`src/rtl/quad_step_decoder.sv`:
```
//======================================================================
// Module   : quad_step_decoder
// Brief    : Quadrature A/B front-end: sync, glitch filter, step/dir/err.
// Revision : 1.0
//======================================================================
`default_nettype none

module quad_step_decoder #(
    parameter int FILT_LEN = 3,
    parameter int ERR_W    = 4
) (
    input  logic             clk,
    input  logic             rst,
    input  logic             a_in,
    input  logic             b_in,
    input  logic             en,
    input  logic             clr_err,
    output logic             step,
    output logic             up_down,
    output logic             err,
    output logic [ERR_W-1:0] err_cnt
);

    localparam int                  c_FCNT_W    = 4;
    localparam int                  c_INIT_W    = 5;
    localparam logic [c_FCNT_W-1:0] c_FILT_LAST = c_FCNT_W'(FILT_LEN - 1);
    localparam logic [c_INIT_W-1:0] c_INIT_LAST = c_INIT_W'(FILT_LEN + 2);
    localparam logic [ERR_W-1:0]    c_ERR_MAX   = {ERR_W{1'b1}};

    typedef enum logic [0:0] {
        S_INIT  = 1'b0,
        S_TRACK = 1'b1
    } state_t;

    state_t              r_state, w_state_nxt;
    logic [c_INIT_W-1:0] r_init_cnt, w_init_cnt_nxt;
    logic [1:0]          w_raw, w_phase, r_prev_phase;
    logic                r_step, w_step_nxt;
    logic                r_up_down, w_up_down_nxt;
    logic                r_err, w_err_nxt;
    logic [ERR_W-1:0]    r_err_cnt, w_err_cnt_nxt;
    logic                w_is_up, w_is_down, w_is_bad;

    assign w_raw = {a_in, b_in};

    // Bit 1 is channel A, bit 0 is channel B, matching phase = {a_f, b_f}.
    generate
        for (genvar gi = 0; gi < 2; gi++) begin : g_chan
            logic                r_sync1, r_sync2, r_filt;
            logic [c_FCNT_W-1:0] r_fcnt;
            logic                w_diff, w_hit;

            assign w_diff = r_sync2 ^ r_filt;
            assign w_hit  = w_diff && (r_fcnt == c_FILT_LAST);

            always_ff @(posedge clk or negedge rst) begin
                if (!rst) begin
                    r_sync1 <= 1'b0;
                    r_sync2 <= 1'b0;
                    r_filt  <= 1'b0;
                    r_fcnt  <= '0;
                end else begin
                    r_sync1 <= w_raw[gi];
                    r_sync2 <= r_sync1;
                    if (w_hit) begin
                        r_filt <= r_sync2;
                        r_fcnt <= '0;
                    end else if (w_diff) begin
                        r_fcnt <= r_fcnt + 1'b1;
                    end else begin
                        r_fcnt <= '0;
                    end
                end
            end

            assign w_phase[gi] = r_filt;
        end
    endgenerate

    function automatic logic [1:0] f_up_next(input logic [1:0] p);
        case (p)
            2'b00:   return 2'b01;
            2'b01:   return 2'b11;
            2'b11:   return 2'b10;
            default: return 2'b00;
        endcase
    endfunction

    assign w_is_up   = (w_phase == f_up_next(r_prev_phase));
    assign w_is_down = (r_prev_phase == f_up_next(w_phase));
    assign w_is_bad  = ((w_phase ^ r_prev_phase) == 2'b11);

    // INIT outlasts the sync+filter pipeline so a nonzero idle level is absorbed silently.
    always_comb begin
        w_state_nxt    = r_state;
        w_init_cnt_nxt = r_init_cnt;
        w_step_nxt     = 1'b0;
        w_err_nxt      = 1'b0;
        w_up_down_nxt  = r_up_down;
        w_err_cnt_nxt  = r_err_cnt;
        case (r_state)
            S_INIT: begin
                if (r_init_cnt == c_INIT_LAST) begin
                    w_state_nxt = S_TRACK;
                end else begin
                    w_init_cnt_nxt = r_init_cnt + 1'b1;
                end
            end
            S_TRACK: begin
                if (en) begin
                    if (w_is_up) begin
                        w_step_nxt    = 1'b1;
                        w_up_down_nxt = 1'b1;
                    end else if (w_is_down) begin
                        w_step_nxt    = 1'b1;
                        w_up_down_nxt = 1'b0;
                    end else if (w_is_bad) begin
                        w_err_nxt = 1'b1;
                        if (r_err_cnt != c_ERR_MAX) begin
                            w_err_cnt_nxt = r_err_cnt + 1'b1;
                        end
                    end
                end
            end
            default: w_state_nxt = S_INIT;
        endcase
        if (clr_err) begin
            w_err_cnt_nxt = '0;
        end
    end

    always_ff @(posedge clk or negedge rst) begin
        if (!rst) begin
            r_state      <= S_INIT;
            r_init_cnt   <= '0;
            r_prev_phase <= 2'b00;
            r_step       <= 1'b0;
            r_up_down    <= 1'b0;
            r_err        <= 1'b0;
            r_err_cnt    <= '0;
        end else begin
            r_state      <= w_state_nxt;
            r_init_cnt   <= w_init_cnt_nxt;
            r_prev_phase <= w_phase;
            r_step       <= w_step_nxt;
            r_up_down    <= w_up_down_nxt;
            r_err        <= w_err_nxt;
            r_err_cnt    <= w_err_cnt_nxt;
        end
    end

    assign step    = r_step;
    assign up_down = r_up_down;
    assign err     = r_err;
    assign err_cnt = r_err_cnt;

endmodule

`default_nettype wire

```
`config.mk`:
```
export PLATFORM = sky130hd
export DESIGN_NAME = quad_step_decoder
export DESIGN_NICKNAME = d
export VERILOG_FILES = /design/src/rtl/quad_step_decoder.sv
export SDC_FILE = /design/constraint.sdc
export NUM_CORES = 1
export LEC_CHECK = 0
export CAP_MARGIN = 10
export CORE_ASPECT_RATIO = 0.5
export CORE_MARGIN = 2
export CORE_UTILIZATION = 25
export DETAILED_ROUTE_END_ITERATION = 6
export DONT_BUFFER_PORTS = 1
export PLACE_DENSITY = 0.48
export SLEW_MARGIN = 20
export SYNTH_ARGS = -nofsm -noshare
export SYNTH_HDL_FRONTEND = slang
export SYNTH_SLANG_ARGS = --single-unit
export TNS_END_PERCENT = 10
```
`constraint.sdc`:
```
create_clock -name clk -period 1.9 [get_ports clk]
set_clock_uncertainty 0.05 [all_clocks]
set_input_delay 0.38 -clock clk [delete_from_list [all_inputs] [get_ports clk]]
set_output_delay 0.38 -clock clk [all_outputs]
set_load 0.02 [all_outputs]
```
==> reports/qor.yml <==
status:
  status: "completed"
critical_path:
  r2r-end: "err_cnt[3]"
  crit_arrival_ns: 1.68
  required_ns: 2.06
  crit_fanout: 4
  end_kind: "flip-flop"
  rrSetupSlack_ns: 0.38
  cp-start-kind: "flip-flop"
  reg2reg_depth: 5
  path_class: "flip-flop to flip-flop"
  r2r_start: "err_cnt[0]"
floorplan:
  start_util: 0.267
  dieArea_mm2: 0.00542
  ios: 13
  die_width_um: 102
  fp.dieH_um: 53.1
  rows: 17
  coreArea_mm2: 0.00451
clock_tree:
  cts_made_buffers: 5
  htree_levels: 2
  cts_tree: "done"
  insertion_delay_ns: 0.28
  cts.repair.resized: 0
  clockRootBuffer: "clkbuf_8"
  clkTransAtPathRegs_ns: 0.06
  cts_buffer_depth: 2
  post-cts-setup-buffer-count: 0
  cts.sinks: 29
route:
  firstDrtPassIters: 2
  drc_errors: 0
  vias_per_cell: 3.94
  wl_per_cell_um: 10.5
  drtIter0Drc: 2
  ant_nets: 0
  route.final.wire_length_um: 1850
  via_count: 698
placed_design:
  place_area_mm2: 0.00130
  place_congestion: 0.686
  place_hpwl_um: 1230
  portBuffers: 0
global_route:
  track_usage: 0.0812
  grt_overflow: 0
  grt_first_pass_wirelength_um: 3170
  antenna_found_initial: 0
  grt_max_degree: 30
  grt_pass1_vias: 719
sta:
  grt_setup_unrepaired: "no"
  tns_ns: 0
  period_needed_ns: 1.52
  setup_viol: 0
  hold_violations: 0
  relSlewSlack: 0.696
  fmax_mhz: 656
  tightest_slew_ns: 0.453
  slew_violations: 0
  period_share: 0.802
cells_and_area:
  drive_gt1_frac: 0.126
  nets: 123
  regArea_um2: 726
  diodes: 0
  design_area_mm2: 0.00145
  n_fill_cell: 464
  final_core_util: 0.321
  multi_input_area_um2: 464
  areaGrowthSynthToFinish_pct: 20.2
yosys:
  synth_adder_area_share: 0.0727
  avgSynthCellArea_um2: 12.2
  synth_top_family_by_area: "simple AND/OR/NAND/NOR gates"
  synth-compound-area-share: 0.0374
  synthMuxAreaShare: 0.0353
  yosys_warnings: 0
  async_reset_ff_frac: 1.00
  synth_area_mm2: 0.00120
  synth_edf_count: 0
  yosys.cell_types.count: 21
  synth-simple-area-share: 0.124
  netlist_instances: 99
  synthXorXnorAreaFrac: 0.116
  synth_fp_nets: 112
  synth_ff_type: "dfrtp_1"
  ys_seq_elements: 29
  synth_seq_area_share: 0.602
power_and_ir_drop:
  peakVddDrop_uv: 315
  pwr_density_cell_mw_per_mm2: 1390
  p_leak_nw: 0.641
  power_mw: 2.02
hold_path:
  hold_path_end: "g_chan[0].r_sync1"
  min_path_type: "input port to flip-flop"
  hp-start: "b_in"
  hold_depth: 0
job:
  drv_cap: 0
[sequential cells by signal, summed over array words and instances, names as in the netlist, 2 cells and up]
register        flops
g_chan.r_sync2      2
r_init_cnt          5
r_prev_phase        2
g_chan.r_filt       2
g_chan.r_fcnt       8
g_chan.r_sync1      2
err_cnt             4
[layer usage]
metal  routed length, µm  part of all wire  GRT usage  vias up
met3                  96             0.052     0.0410        7
met4                  48             0.026     0.0533        0
li1                    -                 -          -      348
met1                 872              0.47     0.0904      333
met2                 835              0.45      0.124       10
met5                   0                 0          0        -
[power breakdown]
group	switching, mW	internal [mW]	leakage [nW]
combinational	0.245	0.205	0.221
clock	0.232	0.427	0.0585
sequential	0.154	0.752	0.362
[worst max path at each step]
stage / depth (start not counted) / to / startpoint / slack [ns]
2_1_floorplan: 5 / err_cnt[3] / err_cnt[0] / 0.34
3_5_place_dp: 5 / err_cnt[3] / err_cnt[0] / 0.40
3_3_place_gp: 5 / err_cnt[3] / err_cnt[0] / 0.40
4_1_cts: 5 / err_cnt[3] / err_cnt[0] / 0.37
6_report: 5 / err_cnt[3] / err_cnt[0] / 0.38
5_1_grt: 5 / err_cnt[3] / err_cnt[0] / 0.29
[timing repair]
item	in CTS	in global routing
endpoints found under the hold margin	29	0
endpoints found under the setup margin	0	0
hold buffers	2	0
[cell usage after synthesis, drive strengths merged (2+ instances only)]
library cell,count,share of area
dfrtp,29,0.60
nor2,14,0.044
xor2,10,0.073
ha,7,0.073
nand2,6,0.019
xnor2,6,0.044
inv,4,0.012
nand3,4,0.017
a21oi,3,0.012
o21ai,3,0.012
mux2,2,0.019
mux2i,2,0.017
nand4,2,0.016
[worst max-delay path, cell delays in order (launching register included)]
cell and delay (ns):
dfrtp_1 0.39, ha_1 0.23, nand3_1 0.10, nand4_2 0.17, or3_1 0.38, a21oi_1 0.14
[kinds of logic (layout without fill, tap and decap cells)]
group,after synthesis,after routing
and+or+nand+nor,31,31
DFF,29,29
xor gates and xnor gates,16,16
AOI/OAI and AO/OA,8,8
adders and majority gates,7,7
muxes,4,4
buffers and inverters,4,16
[cells in the final DEF, fill, tap and decap left out]
| cell | n |
|---|---|
| a21oi_1 | 3 |
| a311oi_1 | 1 |
| a31oi_1 | 1 |
| and2_1 | 1 |
| and3_2 | 1 |
| buf_12 | 1 |
| buf_4 | 2 |
| bufinv_16 | 1 |
| clkbuf_1 | 1 |
| clkbuf_8 | 6 |
| dfrtp_1 | 29 |
| dlygate4sd3_1 | 1 |
| ha_1 | 7 |
| inv_1 | 4 |
| mux2_2 | 2 |
| mux2i_1 | 2 |
| nand2_1 | 6 |
| nand3_1 | 4 |
| nand4_1 | 1 |
| nand4_2 | 1 |
| nand4b_1 | 1 |
| nor2_1 | 14 |
| nor2b_1 | 1 |
| o21ai_0 | 3 |
| or3_1 | 1 |
| xnor2_1 | 6 |
| xor2_1 | 10 |
[cell type report]
cell class / instances / area share
clock inverter: 1 / 0.0207
timing repair buffer: 4 / 0.0311
tap: 66 / 0.0570
inverter: 4 / 0.0104
multi-input combinational: 66 / 0.320
sequential: 29 / 0.501
clock buffer: 7 / 0.0596
[through the flow]
step,hold slack (ns),cells,setup slack (ns)
after global routing,0.0621,177,0.287
after global placement,0.0350,167,0.404
after CTS,0.0668,177,0.366
after detailed placement,0.0350,167,0.397
final,0.0788,177,0.377
after floorplan,0.0344,99,0.339
Note: power is estimated with default switching activity, not from simulation.
